$ cat src/rtl/any1_pkg.sv
// Shared types and helpers for the ANY-1 address-generation stage.
// Holds access/mode encodings, FSM states and the byte-lane mask helper.
package any1_pkg;

  typedef enum logic [1:0] {
    AGEN_LD  = 2'd0,
    AGEN_LDX = 2'd1,
    AGEN_ST  = 2'd2,
    AGEN_STX = 2'd3
  } agen_op_t;

  typedef enum logic [1:0] {
    AGEN_OFS  = 2'd0,
    AGEN_PRE  = 2'd1,
    AGEN_POST = 2'd2,
    AGEN_RSVD = 2'd3
  } agen_mode_t;

  typedef enum logic [1:0] {
    AGEN_IDLE  = 2'd0,
    AGEN_ONE   = 2'd1,
    AGEN_SPLIT = 2'd2
  } agen_state_t;

  // Wide enough for two beats of the largest supported bus (2 x 16 lanes).
  localparam int SEL_MASK_W = 32;

  function automatic logic [SEL_MASK_W-1:0] sel_mask(input logic [3:0] lo,
                                                     input logic [1:0] size);
    logic [SEL_MASK_W-1:0] m;
    m = (SEL_MASK_W'(1) << (5'd1 << size)) - SEL_MASK_W'(1);
    return m << lo;
  endfunction

endpackage

$ cat src/rtl/any1_agen_calc.sv
// Combinational effective-address, writeback-value and lane-mask calculation
// for one load/store request.
module any1_agen_calc
  import any1_pkg::*;
#(
  parameter int AWID      = 32,
  parameter int BUS_BYTES = 8
) (
  input  logic [1:0]             i_op,
  input  logic [1:0]             i_mode,
  input  logic [1:0]             i_scale,
  input  logic [1:0]             i_size,
  input  logic [AWID-1:0]        i_base,
  input  logic [AWID-1:0]        i_index,
  input  logic [AWID-1:0]        i_imm,
  output logic [AWID-1:0]        o_ea,
  output logic [AWID-1:0]        o_wb_val,
  output logic                   o_wb_en,
  output logic [2*BUS_BYTES-1:0] o_full,
  output logic                   o_cross
);

  localparam int LOW = $clog2(BUS_BYTES);

  agen_op_t              w_op;
  agen_mode_t            w_mode;
  logic [AWID-1:0]       w_idx;
  logic [AWID-1:0]       w_sum;
  logic [AWID-1:0]       w_ea;
  logic [3:0]            w_lo;
  logic [SEL_MASK_W-1:0] w_mask;

  assign w_op   = agen_op_t'(i_op);
  assign w_mode = agen_mode_t'(i_mode);

  assign w_idx = ((w_op == AGEN_LDX) || (w_op == AGEN_STX)) ? (i_index << i_scale) : '0;
  assign w_sum = i_base + i_imm + w_idx;

  // The reserved mode encoding behaves exactly like plain offset addressing.
  always_comb begin
    w_ea     = w_sum;
    o_wb_val = w_sum;
    o_wb_en  = 1'b0;
    unique case (w_mode)
      AGEN_PRE: begin
        o_wb_en = 1'b1;
      end
      AGEN_POST: begin
        w_ea    = i_base;
        o_wb_en = 1'b1;
      end
      default: begin
        o_wb_en = 1'b0;
      end
    endcase
  end

  assign o_ea   = w_ea;
  assign w_lo   = 4'(w_ea[LOW-1:0]);
  assign w_mask = sel_mask(w_lo, i_size);
  assign o_full = w_mask[2*BUS_BYTES-1:0];

  // Any lane beyond the first bus word means the access spills into the next one.
  assign o_cross = |w_mask[SEL_MASK_W-1:BUS_BYTES];

endmodule

$ cat src/rtl/any1_agen_pipe.sv
// Handshaked address-generation stage: registers one request, presents it as
// one or two bus beats and pulses the base-register writeback.
module any1_agen_pipe
  import any1_pkg::*;
#(
  parameter int AWID      = 32,
  parameter int BUS_BYTES = 8,
  parameter int TAGW      = 4,
  parameter int SPLIT_EN  = 1
) (
  input  logic                 clk,
  input  logic                 rst_n,
  input  logic                 in_valid,
  output logic                 in_ready,
  input  logic [1:0]           in_op,
  input  logic [1:0]           in_mode,
  input  logic [1:0]           in_scale,
  input  logic [1:0]           in_size,
  input  logic [AWID-1:0]      in_base,
  input  logic [AWID-1:0]      in_index,
  input  logic [AWID-1:0]      in_imm,
  input  logic [TAGW-1:0]      in_tag,
  output logic                 out_valid,
  input  logic                 out_ready,
  output logic [AWID-1:0]      out_ea,
  output logic [BUS_BYTES-1:0] out_sel,
  output logic                 out_st,
  output logic                 out_last,
  output logic                 out_misalign,
  output logic [TAGW-1:0]      out_tag,
  output logic                 wb_valid,
  output logic [AWID-1:0]      wb_val
);

  localparam logic [AWID-1:0] ALIGN_MASK = ~AWID'(BUS_BYTES - 1);
  localparam logic [AWID-1:0] BUS_STEP   = AWID'(BUS_BYTES);
  localparam bit              DO_SPLIT   = (SPLIT_EN != 0);

  agen_state_t r_state;
  agen_state_t w_next;

  logic [AWID-1:0]      r_ea;
  logic [BUS_BYTES-1:0] r_sel;
  logic                 r_st;
  logic                 r_last;
  logic                 r_misalign;
  logic [TAGW-1:0]      r_tag;
  logic [AWID-1:0]      r_wb_val;
  logic                 r_wb_en;
  logic                 r_split_pend;
  logic [AWID-1:0]      r_nxt_ea;
  logic [BUS_BYTES-1:0] r_hi_sel;

  logic [AWID-1:0]        w_ea;
  logic [AWID-1:0]        w_wb_val;
  logic                   w_wb_en;
  logic [2*BUS_BYTES-1:0] w_full;
  logic                   w_cross;
  logic                   w_split;
  logic                   w_misalign;
  logic                   w_accept;
  logic                   w_is_st;
  logic                   w_beat2;

  any1_agen_calc #(
    .AWID      (AWID),
    .BUS_BYTES (BUS_BYTES)
  ) u_calc (
    .i_op     (in_op),
    .i_mode   (in_mode),
    .i_scale  (in_scale),
    .i_size   (in_size),
    .i_base   (in_base),
    .i_index  (in_index),
    .i_imm    (in_imm),
    .o_ea     (w_ea),
    .o_wb_val (w_wb_val),
    .o_wb_en  (w_wb_en),
    .o_full   (w_full),
    .o_cross  (w_cross)
  );

  assign w_split    = w_cross && DO_SPLIT;
  assign w_misalign = w_cross && !DO_SPLIT;
  assign w_is_st    = (agen_op_t'(in_op) == AGEN_ST) || (agen_op_t'(in_op) == AGEN_STX);

  // A new request may enter as the final beat of the previous access retires.
  assign out_valid = (r_state != AGEN_IDLE);
  assign in_ready  = rst_n && (!out_valid || (out_ready && r_last));
  assign w_accept  = in_valid && in_ready;
  assign w_beat2   = (r_state == AGEN_ONE) && out_ready && r_split_pend;
  assign wb_valid  = (r_state == AGEN_ONE) && out_ready && r_wb_en;

  always_ff @(posedge clk or negedge rst_n) begin
    if (!rst_n) begin
      r_state <= AGEN_IDLE;
    end else begin
      r_state <= w_next;
    end
  end

  always_comb begin
    w_next = r_state;
    unique case (r_state)
      AGEN_IDLE: begin
        if (w_accept) w_next = AGEN_ONE;
      end
      AGEN_ONE: begin
        if (out_ready) begin
          if (r_split_pend) w_next = AGEN_SPLIT;
          else if (w_accept) w_next = AGEN_ONE;
          else w_next = AGEN_IDLE;
        end
      end
      AGEN_SPLIT: begin
        if (out_ready) w_next = w_accept ? AGEN_ONE : AGEN_IDLE;
      end
      default: begin
        w_next = AGEN_IDLE;
      end
    endcase
  end

  // Output register: loads a new request, or swaps in the pending second beat.
  always_ff @(posedge clk or negedge rst_n) begin
    if (!rst_n) begin
      r_ea         <= '0;
      r_sel        <= '0;
      r_st         <= 1'b0;
      r_last       <= 1'b0;
      r_misalign   <= 1'b0;
      r_tag        <= '0;
      r_wb_val     <= '0;
      r_wb_en      <= 1'b0;
      r_split_pend <= 1'b0;
      r_nxt_ea     <= '0;
      r_hi_sel     <= '0;
    end else if (w_accept) begin
      r_ea         <= w_ea;
      r_sel        <= w_full[BUS_BYTES-1:0];
      r_st         <= w_is_st;
      r_last       <= !w_split;
      r_misalign   <= w_misalign;
      r_tag        <= in_tag;
      r_wb_val     <= w_wb_val;
      r_wb_en      <= w_wb_en && !w_misalign;
      r_split_pend <= w_split;
      r_nxt_ea     <= (w_ea & ALIGN_MASK) + BUS_STEP;
      r_hi_sel     <= w_full[2*BUS_BYTES-1:BUS_BYTES];
    end else if (w_beat2) begin
      r_ea         <= r_nxt_ea;
      r_sel        <= r_hi_sel;
      r_last       <= 1'b1;
      r_wb_en      <= 1'b0;
      r_split_pend <= 1'b0;
    end
  end

  assign out_ea       = r_ea;
  assign out_sel      = r_sel;
  assign out_st       = r_st;
  assign out_last     = r_last;
  assign out_misalign = r_misalign;
  assign out_tag      = r_tag;
  assign wb_val       = r_wb_val;

endmodule

$ cat config.mk
export PLATFORM = sky130hd
export DESIGN_NAME = any1_agen_pipe
export DESIGN_NICKNAME = d
export VERILOG_FILES = /design/src/rtl/any1_pkg.sv /design/src/rtl/any1_agen_calc.sv /design/src/rtl/any1_agen_pipe.sv
export SDC_FILE = /design/constraint.sdc
export NUM_CORES = 1
export LEC_CHECK = 0
export CAP_MARGIN = 15
export CORE_MARGIN = 5
export CORE_UTILIZATION = 40
export DETAILED_ROUTE_END_ITERATION = 16
export GPL_ROUTABILITY_DRIVEN = 0
export PLACE_DENSITY_LB_ADDON = 0.2
export SLEW_MARGIN = 20
export SYNTH_ARGS = -nofsm -noshare
export SYNTH_HDL_FRONTEND = slang
export SYNTH_SLANG_ARGS = --single-unit
$ cat constraint.sdc
create_clock -name clk -period 2.37 [get_ports clk]
set_clock_uncertainty 0.05 [all_clocks]
set_input_delay 0.474 -clock clk [delete_from_list [all_inputs] [get_ports clk]]
set_output_delay 0.474 -clock clk [all_outputs]
set_load 0.05 [all_outputs]
==> results of run 1 <==
[cells by family (layout without fill, tap and decap cells)]
logic type	after synthesis	count (layout)
AND/OR/NAND/NOR	408	408
AO/OA/AOI/OAI	291	291
flip-flops	119	119
buffers and inverters	88	606
multiplexers	82	82
adder cells (fa/ha/maj)	65	65
XOR/XNOR	48	48
other	2	3
[sequential cells by signal, indices dropped and copies added, names as in the netlist]
register and count:
r_state 2, out_st 1, r_nxt_ea 29, r_wb_en 1, out_ea 32, out_last 1, wb_val 32, r_hi_sel 8
out_tag 4, r_split_pend 1, out_sel 8
[cell usage after synthesis, types with 4 or more instances]
cell type / count
xnor2_1: 27
ha_1: 33
mux2i_1: 48
nand3_1: 25
a21o_1: 10
and2_1: 19
a21oi_1: 61
clkbuf_8: 7
o21a_1: 5
nand2_1: 231
inv_1: 19
buf_2: 5
and3_1: 18
or3_1: 4
or2_2: 6
nor2b_1: 9
a311o_1: 4
fa_1: 32
mux4_2: 12
mux2_2: 22
o31ai_1: 7
o21ai_0: 108
xor2_1: 21
nand2b_1: 5
a31oi_1: 9
o211a_1: 9
nand4_1: 7
dfrtp_1: 119
a311oi_1: 4
a211oi_1: 11
o211ai_1: 10
nor2_1: 57
clkbuf_1: 48
nor3_1: 8
[routing by layer]
metal	vias up	track usage, %	share of wire (%)
met5	-	0	0
met4	0	7.199	2.7
met3	73	3.723	6.3
met2	390	41.69	49
met1	5206	33.01	42
li1	4940	-	-
[area by class of cell]
cell class	instances	area (µm²)	share of cell area (%)
multi-input combinational	897	8199	47.39
tap	319	399.1	2.307
clock buffer	21	470.5	2.719
inverter	21	78.83	0.4556
timing repair buffer	553	5030	29.07
sequential	119	2978	17.21
clock inverter	11	147.6	0.8533
[per-stage QoR]
step           worst slack (ns)  util, %  area (µm²)
3_3_place_gp             -3.016    60.88       14380
3_5_place_dp             -3.068    60.88       14380
2_1_floorplan            -2.566        -       10240
6_report                 -2.307    73.28       17300
4_1_cts                  -2.128    69.56       16430
5_1_grt                  -2.400    73.28       17300
[what timing repair did]
item,CTS,global route
pin swaps,120,88
setup buffers,51,47
endpoints found under the setup margin,107,105
resized for setup,284,179
gates cloned,2,0
[worst reg2reg max path, cell delays in order (launching register included)]
cell and delay (ns):
dfrtp_1 0.41, or2_2 0.34, a21boi_4 0.22, and2_2 0.20, buf_12 0.25, o41a_1 0.27
a21oi_2 0.04
[path summary, 6_finish.rpt]
kind	endpoint	start	cells past startpoint	slack, ns
worst max register to register	out_sel[6]	r_state[1]	6	0.47
worst max-delay path	r_nxt_ea[31]	in_scale[0]	20	-2.31
min in group clk	r_nxt_ea[14]	r_nxt_ea[14]	2	0.42
max in group asynchronous	out_ea[21]	rst_n	2	1.63
worst min-delay path	r_state[1]	rst_n	2	0.11
worst min register to register	r_nxt_ea[14]	r_nxt_ea[14]	2	0.42
[power by group through the flow]
stage / Clock [µW] / Combinational (µW) / Sequential (µW)
2_1_floorplan: 0 / 3840 / 5630
3_3_place_gp: 0 / 9890 / 3530
3_5_place_dp: 0 / 10000 / 3570
4_1_cts: 2690 / 11200 / 3540
5_1_grt: 2780 / 13000 / 3660
6_report: 2650 / 12300 / 3540
==> impl_metrics.csv, run 1 <==
group,metric,value,unit
synth,async_reset_ff_share,100.0,%
synth,synth_area,0.009666,mm²
synth,synth-seq-cells,119,
sta,report.final.hold_viol_count,0,
power,powerDensity,1066,mW/mm²
sta,period_needed,4.677,ns
synth,synthSimpleGateAreaFrac,19.00,%
die,core,0.02361,mm²
final_layout,diodes,0,
synth,synth_top_family_by_area,"compound AO/OA/AOI/OAI gates",
run_status,status,"finished with violations",
detailed_routing,drtAntennaViolNets,0,
global_route,grt_pass1_wl,53480,µm
synth,ys.warnings.count,0,
critical_path,crit_family,"simple AND/OR/NAND/NOR gates",
detailed_routing,drc,0,
synth,synth.top_cell.area_share,30.81,%
synth,synth_top_area_cell,"dfrtp_1",
critical_path,crit_fanout,5,
sta,worst_pin_slew,0.6762,ns
power,p_sw,8221,µW
detailed_routing,dr.pass1.iters,5,
final_layout,fin_nets,1786,
detailed_routing,drtIter0Drc,810,
global_route,antenna_found_initial,0,
power,p_clk_share,14.4,%
power,seqPwrFrac,19.2,%
die,io_pins,194,
power,power_frac_comb,66.5,%
placement,placed_cells,1835,
sta,hold_ws,0.1073,ns
sta,rsz0062_at_grt,"true",
detailed_routing,totalWireLength,35930,µm
cts,clkSinkCount,119,
critical_path,worst_setup_path_end_kind,"flop",
cts,clk_latency,0.41,ns
cts,cts_buffers,17,
synth,yosysSeqAreaShare,30.81,%
placement,port-buffer-count,192,
die,die_y,165.4,µm
critical_path,cp_slowest_stage_delay,0.54,ns
sta,fmax,213.8,MHz
cts,clk_pin_slew,0.05,ns
synth,synth-xor-area-share,4.350,%
final_layout,area_growth,79.02,%
run,drv_cap,0,
critical_path,cp_slowest_cell,"or4_4",
run_status,failed_checks,"negative setup slack",
critical_path,critPathLaunchType,"input port",
worst_hold_path,hold_path.class,"input port to asynchronous set/reset pin",
critical_path,cp.required,2.61,ns
sta,worst_slack,-2.307,ns
final_layout,layoutNonFillerInstCount,1941,
critical_path,criticalPathCategory,"input port to flop",
synth,synth.avg_cell_area,8.763,µm²
detailed_routing,vias,10610,
sta,tns,-111.58,ns
critical_path,path_buf_inv,5,
die,start_util,40.93,%
sta,post-route-period-util,197.3,%
critical_path,cp.arrival,4.91,ns
detailed_routing,wl_per_cell,18.51,µm
cts,cts_tree,"built",
cts,clockBufferDepth,2,
power,ir_drop,0.6894,mV
cts,ctsHoldBuffers,0,
synth,synth-compound-area-share,19.91,%
synth,synth_adder_area_share,10.90,%
placement,hpwl,24780,µm
power,swShare,44.58,%
synth,synth_flop_cell,"dfrtp_1",
sta,slew_headroom,54.92,%
cts,cts-root-buf,"clkbuf_16",
sta,final-setup-viol-count,105,
power,power,18440,µW
global_route,grt_pass1_vias,10450,
final_layout,n_fill_cell,1619,
final_layout,drive_gt1_share,45.13,%
synth,synth_edf_count,0,
die,num_rows,56,
global_route,grt_use_total,24.68,%
global_route,grt_max_degree,120,
die,die_area,0.02737,mm²
power,p_int,10220,µW
synth,synthMuxAreaShare,10.33,%
power,cellLeakagePower,0.007643,µW
synth,syn_inst,1103,
sta,drv_slew,0,
detailed_routing,via_per_inst,5.466,
cts,htree_levels,4,
final_layout,final_common_cell,"buf_4",
critical_path,crit_chain,"buf_12, buf_8, buf_12, mux2i_2, nand2_1, and3_4, fa_1, ha_4, nand2_2, o211ai_1, nand3_1, a21o_2, and3b_2, o41a_1, or4_4, buf_4, buf_6, and4bb_2, xnor2_1, o21ai_1",
final_layout,mostFrequentLayoutCells,"buf_4 (280), nand2_1 (204), clkdlybuf4s50_1 (154)",
die,fp.dieW,165.4,µm
global_route,overflow,0,
synth,synth.distinct_cells,88,
critical_path,cp_common_cell,"buf_12",
synth,synth_area_leaders,"dfrtp_1 (31%), nand2_1 (9.0%), fa_1 (6.6%)",
No activity file was read; power rests on OpenSTA's default activity.
==> run 2: changes to the inputs <==
--- a/config.mk
+++ b/config.mk
@@ -17 +17,2 @@
 export SYNTH_SLANG_ARGS = --single-unit
+export TNS_END_PERCENT = 1
--- a/constraint.sdc
+++ b/constraint.sdc
@@ -4,2 +4,2 @@
 set_output_delay 0.474 -clock clk [all_outputs]
-set_load 0.05 [all_outputs]
+set_load 0.005 [all_outputs]
==> run 2 against run 1 <==
Against the previous run: the run still ends with negative setup slack left; via count fell by 6.0%; hold slack improved by 0.018 ns; global-route usage fell by 1.3 points; highest routed layer unchanged; setup slack improved by 0.16 ns; non-clock buffer count fell by 49; die area did not move.
==> impl_metrics.csv, run 2 (synthesis gave the netlist of run 1 again) <==
group,metric,value,unit
global_route,globalRouteMet1Util,31.83,%
final_layout,drive_gt1_share,38.53,%
critical_path,crit_chain,"bufbuf_16, mux2i_1, nand2_1, and3_4, fa_1, ha_4, buf_4, buf_4, a41oi_2, a21boi_4, a21oi_2, xnor2_2, o41a_1, or4_4, or4b_4, xor2_1, o21ai_1",
placement,port-buffer-count,192,
cts,clk_pin_slew,0.06,ns
detailed_routing,drtIter0Drc,640,
final_layout,final_common_cell,"buf_4",
detailed_routing,dr.pass1.iters,6,
run_status,failed_checks,"negative setup slack",
final_layout,mostFrequentLayoutCells,"buf_4 (278), nand2_1 (215), clkdlybuf4s50_1 (157)",
power,ir_drop,0.5742,mV
critical_path,r2r_slack,0.52,ns
sta,final-setup-viol-count,105,
detailed_routing,vias,9972,
detailed_routing,totalWireLength,32600,µm
critical_path,r2r_start,"r_state[1]",
global_route,grt_pass1_vias,9869,
cts,cts-root-buf,"clkbuf_16",
critical_path,criticalPathCategory,"input port to flop",
placement,hpwl,24250,µm
detailed_routing,wl_per_cell,17.22,µm
die,fp.dieW,165.4,µm
sta,hold_ws,0.1252,ns
global_route,grt_use_met3,4.070,%
cts,clk_latency,0.41,ns
final_layout,n_fill_cell,1815,
global_route,top_usage_layer,"met2",
die,die_y,165.4,µm
die,core,0.02361,mm²
sta,worst_pin_slew,0.6423,ns
detailed_routing,drtAntennaViolNets,0,
global_route,grt_pass1_wl,51090,µm
cts,clockBufferDepth,2,
power,powerDensity,921.8,mW/mm²
critical_path,cp-startpoint,"in_scale[0]",
final_layout,fin_nets,1737,
critical_path,cp.arrival,4.76,ns
sta,fmax,221.4,MHz
global_route,grt_use_total,23.43,%
sta,post-route-period-util,190.5,%
detailed_routing,via_per_inst,5.268,
die,io_pins,194,
run_status,status,"finished with violations",
critical_path,critPathLaunchType,"input port",
die,start_util,40.93,%
cts,clkSinkCount,119,
global_route,met2_usage,39.03,%
global_route,grt_max_degree,120,
critical_path,crit_fanout,6,
final_layout,multi_input_area,0.007527,mm²
final_layout,seq_area,0.002978,mm²
final_layout,area_growth,66.20,%
sta,report.final.hold_viol_count,0,
sta,drv_slew,0,
sta,worst_slack,-2.146,ns
cts,cts_buffers,17,
cts,htree_levels,4,
critical_path,worst_setup_path_end_kind,"flop",
run,drv_cap,0,
global_route,antenna_found_initial,1,
critical_path,crit_end,"r_nxt_ea[30]",
critical_path,cp_common_cell,"buf_4",
final_layout,fin_util,68.03,%
critical_path,cp_slowest_stage_delay,0.54,ns
global_route,overflow,0,
sta,rsz0062_at_grt,"true",
sta,period_needed,4.516,ns
die,num_rows,56,
critical_path,cp.required,2.61,ns
power,cellLeakagePower,0.007201,µW
critical_path,reg2reg_depth,7,
critical_path,rr_endpoint,"wb_val[3]",
sta,slew_headroom,57.18,%
critical_path,cp_slowest_cell,"or4_4",
die,die_area,0.02737,mm²
worst_hold_path,hold_path.class,"input port to asynchronous set/reset pin",
detailed_routing,drc,0,
cts,cts_tree,"built",
==> run 2: final cells by class <==
cell class / count / area share, %
timing repair buffer: 504 / 27.74
tap: 319 / 2.485
sequential: 119 / 18.54
antenna: 1 / 0.01558
clock buffer: 21 / 2.929
clock inverter: 11 / 0.9191
inverter: 21 / 0.5218
multi-input combinational: 897 / 46.86
==> run 2: how the worst min path moves through the flow <==
stage | to | start | slack (ns) | cells after the start
after floorplan | out_ea[0] | rst_n | 0.13 | 0
after global placement | r_nxt_ea[14] | r_nxt_ea[14] | 0.40 | 2
after detailed placement | r_hi_sel[6] | r_hi_sel[6] | 0.41 | 2
after CTS | out_ea[4] | rst_n | 0.16 | 2
after global routing | r_state[0] | rst_n | 0.17 | 2
final | r_state[0] | rst_n | 0.13 | 2
==> run 2: through the flow <==
stage,instance area (µm²),worst slack [ns],instances,power [µW],setup TNS [ns]
final,16060,-2.146,1893,14810,-106.08
after global routing,16060,-2.247,1893,15810,-115.35
after CTS,15570,-2.133,1887,14370,-103.05
after detailed placement,13930,-3.084,1828,10920,-204.03
after global placement,13930,-2.957,1828,10760,-194.07
after floorplan,9861,-2.573,1104,6891,-136.12
==> run 2: where the power goes <==
group	internal (µW)	switching, µW	leakage (µW)	total, µW
registers	2960	556	0.00148	3520
logic	4770	3860	0.00543	8630
clock network	1730	921	0.000291	2660
==> run 2: routing by layer <==
metal  up-vias  part of all wire, %
li1       4850                    -
met1      4756                   44
met2       328                   49
met3        38                  5.9
met4         0                  1.9
met5         -                    0
==> run 2: critical path, delay by kind of cell <==
family | cells | cell delay, ns
AOI/OAI and AO/OA | 5 | 0.99
buffers and inverters | 3 | 0.51
adders and majority gates | 2 | 0.78
xor gates and xnor gates | 2 | 0.30
muxes | 1 | 0.27
and+or+nand+nor | 4 | 1.44
==> run 2: repair_timing <==
item,4_1_cts,5_1_grt
hold buffers,0,0
setup buffers,27,5
endpoints found under the setup margin,108,106
gates cloned,1,0
pin swaps,89,52
resized for setup,242,112
==> run 3: changes to the inputs <==
- CAP_MARGIN: 15 -> unset
==> results of run 3 <==
Same layout as run 2: the final DEF is identical, and so are final timing and power.
